===== config.mk =====
export PLATFORM = sky130hd
export DESIGN_NAME = move_controller
export DESIGN_NICKNAME = d
export VERILOG_FILES = /design/src/rtl/chess_pkg.sv /design/src/rtl/mouse_to_square.sv /design/src/rtl/move_controller.sv
export SDC_FILE = /design/constraint.sdc
export NUM_CORES = 1
export LEC_CHECK = 0
export BUFFER_PORTS_ARGS = -buffer_cell sky130_fd_sc_hd__buf_2
export CELL_PAD_IN_SITES_DETAIL_PLACEMENT = 2
export CELL_PAD_IN_SITES_GLOBAL_PLACEMENT = 2
export CORE_ASPECT_RATIO = 0.5
export CORE_MARGIN = 2
export CORE_UTILIZATION = 30
export CTS_BUF_LIST = sky130_fd_sc_hd__clkbuf_16
export DETAILED_ROUTE_END_ITERATION = 8
export GPL_TIMING_DRIVEN = 0
export PLACE_DENSITY = 0.88
export SYNTH_ARGS = -nofsm -noshare
export SYNTH_HDL_FRONTEND = slang
export SYNTH_SLANG_ARGS = --single-unit

===== constraint.sdc =====
create_clock -name clk -period 4.13 [get_ports clk]
set_input_delay 0.2065 -clock clk [delete_from_list [all_inputs] [get_ports clk]]
set_output_delay 0.2065 -clock clk [all_outputs]
set_load 0.02 [all_outputs]

===== src/rtl/chess_pkg.sv =====
// Shared chess types: piece codes, square encoding, move-controller states
// and the colour-ownership test used when a piece is clicked.
package chess_pkg;

  localparam logic [3:0] EMPTY    = 4'd0;
  localparam logic [3:0] W_PAWN   = 4'd1;
  localparam logic [3:0] W_KNIGHT = 4'd2;
  localparam logic [3:0] W_BISHOP = 4'd3;
  localparam logic [3:0] W_ROOK   = 4'd4;
  localparam logic [3:0] W_QUEEN  = 4'd5;
  localparam logic [3:0] W_KING   = 4'd6;
  localparam logic [3:0] B_PAWN   = 4'd7;
  localparam logic [3:0] B_KNIGHT = 4'd8;
  localparam logic [3:0] B_BISHOP = 4'd9;
  localparam logic [3:0] B_ROOK   = 4'd10;
  localparam logic [3:0] B_QUEEN  = 4'd11;
  localparam logic [3:0] B_KING   = 4'd12;
  localparam logic [3:0] MARK     = 4'd13;

  // {row[2:0], col[2:0]}
  typedef logic [5:0] square_t;

  typedef enum logic [2:0] {IDLE, CHECK, PICK, HOLD, PLACE} mc_state_t;

  function automatic logic is_own(input logic [3:0] code, input logic turn);
    if (turn)
      return (code >= B_PAWN) && (code <= B_KING);
    else
      return (code >= W_PAWN) && (code <= W_KING);
  endfunction

endpackage


===== src/rtl/mouse_to_square.sv =====
// Registered pixel-to-square decode. Off the board the last square is kept
// and cursor_valid drops.
module mouse_to_square
  import chess_pkg::*;
#(
  parameter int BOARD_X = 256,
  parameter int BOARD_Y = 128,
  parameter int SQ_LOG2 = 6
) (
  input  logic        clk,
  input  logic        rst,
  input  logic [11:0] mouse_x,
  input  logic [11:0] mouse_y,
  output square_t     cursor_xy,
  output logic        cursor_valid
);

  localparam int SPAN = 8 << SQ_LOG2;

  logic [12:0] dx, dy;
  logic        on_x, on_y;

  // One extra bit so the >= test and the wrapped difference never alias.
  assign dx   = {1'b0, mouse_x} - 13'(BOARD_X);
  assign dy   = {1'b0, mouse_y} - 13'(BOARD_Y);
  assign on_x = ({1'b0, mouse_x} >= 13'(BOARD_X)) && (dx < 13'(SPAN));
  assign on_y = ({1'b0, mouse_y} >= 13'(BOARD_Y)) && (dy < 13'(SPAN));

  always_ff @(posedge clk or posedge rst) begin
    if (rst) begin
      cursor_xy    <= '0;
      cursor_valid <= 1'b0;
    end else begin
      cursor_valid <= on_x && on_y;
      if (on_x && on_y)
        cursor_xy <= {dy[SQ_LOG2 +: 3], dx[SQ_LOG2 +: 3]};
    end
  end

endmodule


===== src/rtl/move_controller.sv =====
// Turns mouse clicks into chess_board pick/place commands and tracks whose
// turn it is. State is exported on dbg_state.
module move_controller
  import chess_pkg::*;
#(
  parameter int BOARD_X  = 256,
  parameter int BOARD_Y  = 128,
  parameter int SQ_LOG2  = 6,
  parameter int CODE_LAT = 2
) (
  input  logic        clk,
  input  logic        rst,
  input  logic [11:0] mouse_x,
  input  logic [11:0] mouse_y,
  input  logic        mouse_left,
  input  logic        mouse_right,
  input  logic [3:0]  figure_code,
  input  logic [63:0] possible_moves,
  input  square_t     pp_pos,
  output square_t     cursor_xy,
  output logic        cursor_valid,
  output square_t     figure_position,
  output logic        pick_piece,
  output logic        place_piece,
  output logic        holding,
  output logic        turn,
  output logic        move_done,
  output mc_state_t   dbg_state
);

  mc_state_t state, next_state;
  square_t   dec_xy, click_xy, dest;
  logic      left_d, right_d, left_edge, right_edge;
  logic      cancel, accept;
  logic [3:0] cnt;

  mouse_to_square #(
    .BOARD_X(BOARD_X),
    .BOARD_Y(BOARD_Y),
    .SQ_LOG2(SQ_LOG2)
  ) u_decode (
    .clk         (clk),
    .rst         (rst),
    .mouse_x     (mouse_x),
    .mouse_y     (mouse_y),
    .cursor_xy   (dec_xy),
    .cursor_valid(cursor_valid)
  );

  // While checking, the board must look at the clicked square, not the live cursor.
  assign cursor_xy  = (state == CHECK) ? click_xy : dec_xy;
  assign left_edge  = mouse_left & ~left_d;
  assign right_edge = mouse_right & ~right_d;
  assign cancel     = right_edge || (left_edge && cursor_valid && (cursor_xy == pp_pos));
  assign accept     = left_edge && cursor_valid && possible_moves[cursor_xy];
  assign dest       = cancel ? pp_pos : cursor_xy;
  assign dbg_state  = state;

  always_ff @(posedge clk or posedge rst) begin
    if (rst) state <= IDLE;
    else     state <= next_state;
  end

  always_comb begin
    next_state = state;
    case (state)
      IDLE:    if (left_edge && cursor_valid) next_state = CHECK;
      CHECK:   if (cnt == 4'd0) next_state = is_own(figure_code, turn) ? PICK : IDLE;
      PICK:    next_state = HOLD;
      HOLD:    if (cancel || accept) next_state = PLACE;
      PLACE:   next_state = IDLE;
      default: next_state = IDLE;
    endcase
  end

  always_comb begin
    pick_piece  = (state == PICK);
    place_piece = (state == PLACE);
    holding     = (state == HOLD);
    move_done   = (state == PLACE) && (figure_position != pp_pos);
  end

  // figure_position doubles as the latched destination while in PLACE.
  always_ff @(posedge clk or posedge rst) begin
    if (rst) begin
      left_d          <= 1'b0;
      right_d         <= 1'b0;
      click_xy        <= '0;
      cnt             <= '0;
      figure_position <= '0;
      turn            <= 1'b0;
    end else begin
      left_d  <= mouse_left;
      right_d <= mouse_right;
      case (state)
        IDLE: if (left_edge && cursor_valid) begin
          click_xy <= cursor_xy;
          cnt      <= 4'(CODE_LAT);
        end
        CHECK: begin
          if (cnt != 4'd0) cnt <= cnt - 4'd1;
          else if (is_own(figure_code, turn)) figure_position <= click_xy;
        end
        HOLD:  if (cancel || accept) figure_position <= dest;
        PLACE: if (figure_position != pp_pos) turn <= ~turn;
        default: ;
      endcase
    end
  end

endmodule


# Yosys cells after proc, flatten, opt, wreduce, memory -nomap -nowiden
# Index checks and enable logic that the tools add are counted.
totals:
  ff_bits: 29
  input_bits: 102
  output_inout_bits: 21
  elab_cells: 80
op_classes:
  addsub: 3
  n_lt_le_gt_ge: 9
  eq_ne: 12
  n_mux: 21
  bitwise: 5
  n_reduce_logical: 21
op_table:
  columns: ["operator", "count"]
  rows:
  - ["2-to-1 mux 6 bit", 5]
  - ["less-than comparator 13 x 10 -> 1 bit (second input constant)", 2]
  - ["subtractor 12 x 8 -> 13 bit (second input constant)", 1]
  - ["subtractor 12 x 9 -> 13 bit (second input constant)", 1]
  - [">= comparator 12 x 8 -> 1 bit (second input constant)", 1]
  - [">= comparator 12 x 9 -> 1 bit (second input constant)", 1]
  - ["one-hot mux 3 bit (4 select lines)", 1]
  - ["one-hot mux 6 bit (2 select lines)", 1]
  - ["logical AND 1 bit", 9]
  - ["2-to-1 mux 3 bit", 3]
  - ["2-to-1 mux 4 bit", 2]
  - ["inequality test 2 x 1 -> 1 bit (second input constant)", 4]
  - ["one-hot mux 4 bit (2 select lines)", 1]
  - ["less-than comparator 6 x 7 -> 1 bit (second input constant)", 1]
  - ["binary-select mux 1 bit (select 6 bit)", 1]
  - ["== test 3 x 2 -> 1 bit (second input constant)", 2]
  - ["== test 6 bit", 1]
  - ["2-to-1 mux 1 bit", 6]
  - ["inequality test 6 bit", 1]
  - ["AND reduction 3 bit", 2]
  - [">= comparator 4 x 1 -> 1 bit (second input constant)", 1]
  - [">= comparator 4 x 3 -> 1 bit (second input constant)", 1]
  - ["less-or-equal comparator 4 x 3 -> 1 bit (second input constant)", 1]
  - ["less-or-equal comparator 4 bit (second input constant)", 1]
  - ["14 further kinds", 21]

# Depth between registers and ports, before layout
depth:
  word_depth: 8
  mapped_depth: 12
  ltp_nobuf: 9

# By module
# Synthesis repeated with hierarchy kept, for this count alone.
hier_totals:
  hier_cells: 336
  area_unflattened_um2: 2989.1
modules_own_cells:
  columns: ["mod", "instances", "cells_per_inst", "area_per_inst_um2", "seq_area_each_um2"]
  rows:
  - ["move_controller", 1, 305, 2610.0, 550.5]
  - ["mouse_to_square", 1, 31, 379.1, 175.2]

# Worst setup path before layout
# No wires, ideal clock.
synth_timing:
  kind: "register to register"
  from: "reg state[1] (netlist: dbg_state[1])"
  to: "reg figure_position[0]"
  setup_ps: 125
  arrival_ps: 2842
  required_ps: 4005
  path_slack_ps: 1163
  path_stages_with_launch: 11
  n_path_buf: 1
  synth_period_minus_slack_ps: 2967
  path_cell_list: "dfrtp_1 -> buf_4 -> nor3b_4 -> mux2i_1 -> inv_2 -> a221oi_1 -> nor4_1 -> a32o_1 -> nor4_4 -> a21oi_4 -> mux2_4"
synth_between:
  elab_chain_len: 8
  elab_cells_between_ends: 18
  cone_classes: "eq/ne: 6; mux: 6; reduce/logical: 6"
synth_lines:
  columns: ["element", "line_no", "rtl"]
  rows:
  - ["start: declaration", "move_controller.sv:31", "mc_state_t state, next_state;"]
  - ["start signal: assignment", "move_controller.sv:61", "else state <= next_state;"]
  - ["== test 3 x 1 -> 1 bit (*)", "move_controller.sv:51", "assign cursor_xy = (state == CHECK) ? click_xy : dec_xy;"]
  - ["2-to-1 mux 6 bit (*)", "move_controller.sv:51", null]
  - ["via cursor_xy[0]", "move_controller.sv:20", "output square_t cursor_xy,"]
  - ["binary-select mux 1 bit (select 6 bit) or == test 6 bit (tied branches)", "move_controller.sv:55, move_controller.sv:54", null]
  - ["2-to-1 mux 1 bit (implied by the code) or logical AND 1 bit (tied branches)", "move_controller.sv:55, move_controller.sv:54", null]
  - ["logical AND 1 bit or logical OR 1 bit (tied branches)", "move_controller.sv:55, move_controller.sv:54", null]
  - ["logical OR 1 bit or 2-to-1 mux 6 bit (tied branches)", "move_controller.sv:104, move_controller.sv:56", null]
  - ["inequality test 2 x 1 -> 1 bit (no line) or 2-to-1 mux 6 bit (tied branches)", null, null]
  - ["AND reduction 4 bit (no line) or one-hot mux 6 bit (2 select lines) (tied branches)", null, null]
  - ["end signal: assignment", "move_controller.sv:102", "else if (is_own(figure_code, turn)) figure_position <= click_xy;"]
  - ["end signal: assignment", "move_controller.sv:104", "HOLD: if (cancel || accept) figure_position <= dest;"]
  - ["end: declaration", "move_controller.sv:22", "output square_t figure_position,"]
# The timed path passes the listed nets; every way through them passes the cells marked *. The select of a mux whose other input is x is not followed.
# A chain may end at the register's enable or synchronous reset.

# Worst setup path after layout
layout_timing:
  from: "reg state[2] (netlist: dbg_state[2])"
  to: "reg figure_position[0]"
layout_between:
  elab_chain_len: 8
  elab_cells_between_ends: 18
  cone_classes: "eq/ne: 6; mux: 6; reduce/logical: 6"
layout_lines:
  columns: ["element", "line_no"]
  rows:
  - ["== test 3 x 1 -> 1 bit", "move_controller.sv:51, move_controller.sv:95"]
  - ["2-to-1 mux 6 bit", "move_controller.sv:51"]
  - ["binary-select mux 1 bit (select 6 bit) or == test 6 bit (tied branches)", "move_controller.sv:55, move_controller.sv:54"]
  - ["2-to-1 mux 1 bit (implied by the code) or logical AND 1 bit (tied branches)", "move_controller.sv:55, move_controller.sv:54"]
  - ["logical AND 1 bit or logical OR 1 bit (tied branches)", "move_controller.sv:55, move_controller.sv:54"]
  - ["logical OR 1 bit or 2-to-1 mux 6 bit (tied branches)", "move_controller.sv:104, move_controller.sv:56"]
  - ["inequality test 2 x 1 -> 1 bit (no line) or 2-to-1 mux 6 bit (tied branches)", null]
  - ["AND reduction 4 bit (no line) or one-hot mux 6 bit (2 select lines) (tied branches)", null]
# Parallel ways exist; a longest one is shown, timed or not. The select of a mux whose other input is x is not followed.

==> results.toml <==
[critical_path]
cp_data_required_time_ns = 4.29
crit_type = "flop to flop"
endpoint_kind = "flop"
crit_chain = "buf_6 -> nor3b_4 -> mux2i_1 -> inv_2 -> a221oi_1 -> nor4_1 -> a32o_1 -> nor4_4 -> a21oi_4 -> mux2_4"
crit_fanout = 10
slowest_delay_ns = 0.49
cp-start-kind = "flop"
slowest_stage = "mux2i_1"
cp.arrival_ns = 3.67

[sta]
rsz0062_at_grt = "false"
fmax_ghz = 0.2847
finalSetupViolCount = 0
setup_tns_ns = 0
fin_crit_ns = 3.513
worstMarginPinSlew_ns = 0.9367
fin_worst_skew_ns = 0.008724
relSlewSlack_pct = 36.98
slew_viol_final = 0
hold_violations = 4
period_share_pct = 85.06
holdWs_ns = -0.002700

[yosys]
synth_top_area_share_pct = 23.96
yosysMostFrequentCell = "nand2_1"
synth.area.top_cells = "dfrtp_1 24%, mux4_2 16%, mux2i_1 5.3%"
synth_edf_count = 0
synth_top_cell_by_area = "dfrtp_1"
synthFlopType = "dfrtp_1"
synth_commonest_cells = "31 x nand2_1, 29 x dfrtp_1, 22 x a21oi_1, 22 x mux4_2"
synth_area_um2 = 3029
synth_fp_nets = 433
ys_types = 60
syn_avg_cell_area_um2 = 9.235
yosysSeqAreaShare_pct = 23.96
yosys_warnings = 0
postSynth.asyncResetShare_pct = 100.0
synthCells = 328
synth_seq_cells = 29

[layout]
synthToLayoutAreaGrowth_pct = 29.04
nets = 551
drive_gt1_share_pct = 39.91
fill_cells = 1104
diodes = 0
final_area_um2 = 3909

[grt]
grt_antenna_before_repair = 0
grt_overflow = 0
track_usage_pct = 24.12
grt_pass1_vias = 3616
grt_max_degree = 30
grt_pass1_wl_um = 20180

[power_and_ir_drop]
power.internal_mw = 1.118
power_frac_seq_pct = 20.6
clock_power_share_pct = 15.8
ir_drop_mv = 0.1647
power.density_cell_area_nw_per_um2 = 556.5
p_leak_nw = 1.744
p_sw_share_pct = 48.58
power_mw = 2.175
p_comb_share_pct = 63.6
switchingPower_mw = 1.057

[place]
placed_area_um2 = 3749
globalplace.congestion = 0.8082
hpwl_um = 10120
io_buffer_count = 110

[status]
violations = "hold timing"
status = "finished, violations left"

[route]
drt.antenna.violating_nets = 0
drc = 0
wl_met3_um = 710
wire_per_inst_um = 21.88
wl_um = 12710
top_layer_used = "met4"
first_pass_iters = 4
vias_per_cell = 5.552
met1_length_um = 5514
wl_met2_um = 6304
num_vias = 3226
drtIter0Drc = 210

[clock_tree]
cts_root_buf = "clkbuf_16"
cts_buffers = 5
cts-resized-gates = 0
htree_levels = 2
post-cts-setup-buffer-count = 0
clk-insertion-delay-late_ns = 0.28
cts_sinks = 29
cts_buffer_depth = 2
cts_tree = "built"
path_clk_slew_ns = 0.05
holdBufCountCts = 0

[floorplan]
initial_core_util_pct = 31.44
die-area_um2 = 10970
core-area_um2 = 9634
die_w_um = 146.1
io-pin-count = 123
row_count = 25
die_y_um = 75.06

[flow_run]
max_cap_violations = 0

[hold_path]
hold_path.class = "input port to async pin"
worst paths after layout:
path / start / to / slack (ns) / cells after the start
min: rst / right_d / -0.003 / 2
max reg2reg: dbg_state[2] / figure_position[0] / 0.62 / 10
min reg2reg: figure_position[0] / figure_position[0] / 0.56 / 1
min in group clk: mouse_right / right_d / 0.05 / 1
max: dbg_state[2] / figure_position[0] / 0.62 / 10
max in group asynchronous: rst / click_xy[1] / 3.61 / 3
per-layer routing:
layer / vias to the layer above / track usage (%)
li1: 1453 / -
met1: 1666 / 29.76
met2: 91 / 43.19
met3: 16 / 6.000
met4: 0 / 7.012
met5: - / 0
state kept, by name, indices dropped and copies added, names as in the netlist:
register and flops:
left_d 1, click_xy 6, u_decode.cursor_valid 1, u_decode.cursor_xy 6, turn 1, figure_position 6, dbg_state 3, cnt 4
right_d 1
worst max-delay path: cells and delay by family (launching register included):
family	cells	cell delay, ns
compound gates	3	0.88
buf+inv	2	0.35
flops	1	0.39
mux	2	0.83
simple gates	3	0.93
per-stage QoR:
stage / util, % / instances / worst slack (ns)
floorplan: - / 328 / 1.163
global placement: 38.91 / 573 / 0.8528
detailed placement: 38.91 / 573 / 0.7416
CTS: 40.29 / 580 / 0.6861
global route: 40.57 / 581 / 0.5040
finish: 40.57 / 581 / 0.6170
kinds of logic (layout without fill, tap and decap cells):
kind of cell / Yosys count / after routing / synth area share [%]
AND/OR/NAND/NOR: 113 / 113 / 20.24
AO/OA/AOI/OAI: 70 / 70 / 14.42
multiplexers: 55 / 55 / 29.16
buffers and inverters: 42 / 160 / 6.361
flip-flops: 29 / 29 / 23.96
XOR/XNOR: 16 / 16 / 4.626
adder cells (fa/ha/maj): 3 / 3 / 1.239
power by group through the flow:
stage | combinational, mW | clock [mW] | sequential (mW)
after floorplan | 0.887 | 0 | 0.478
after global placement | 1.28 | 0 | 0.442
after detailed placement | 1.36 | 0 | 0.451
after CTS | 1.37 | 0.352 | 0.448
after global routing | 1.49 | 0.367 | 0.459
final | 1.38 | 0.344 | 0.448
cell type report:
type / count / area (um2) / area share, %
timing repair buffer: 111 / 578.1 / 14.79
clock inverter: 2 / 7.507 / 0.1921
tap: 135 / 168.9 / 4.321
sequential: 29 / 725.7 / 18.57
inverter: 19 / 73.82 / 1.889
clock buffer: 5 / 125.1 / 3.201
multi-input combinational: 257 / 2111 / 54.00
buffer: 23 / 118.9 / 3.041
cells in the final DEF (no fill, tap or decap), types with 3 or more instances in the layout:
master       n
nand3_1     11
buf_2      118
o21ai_1      3
mux4_2      22
a21oi_1     22
clkbuf_16    5
nand4_1      5
nor3_1       7
o22ai_1      3
nand2_1     31
nor3b_1      3
nand2b_1     6
xor2_1       4
nor2b_1      5
inv_1       17
o21ai_0     20
xnor2_1     12
ha_1         3
o2111ai_1    3
dfrtp_1     29
nor4_1       6
a31oi_1      6
mux2_4       6
clkbuf_1     9
or3_1        4
nor2_1      20
mux2i_1     16
mux2_2       8
(Power assumes the default switching activity.)
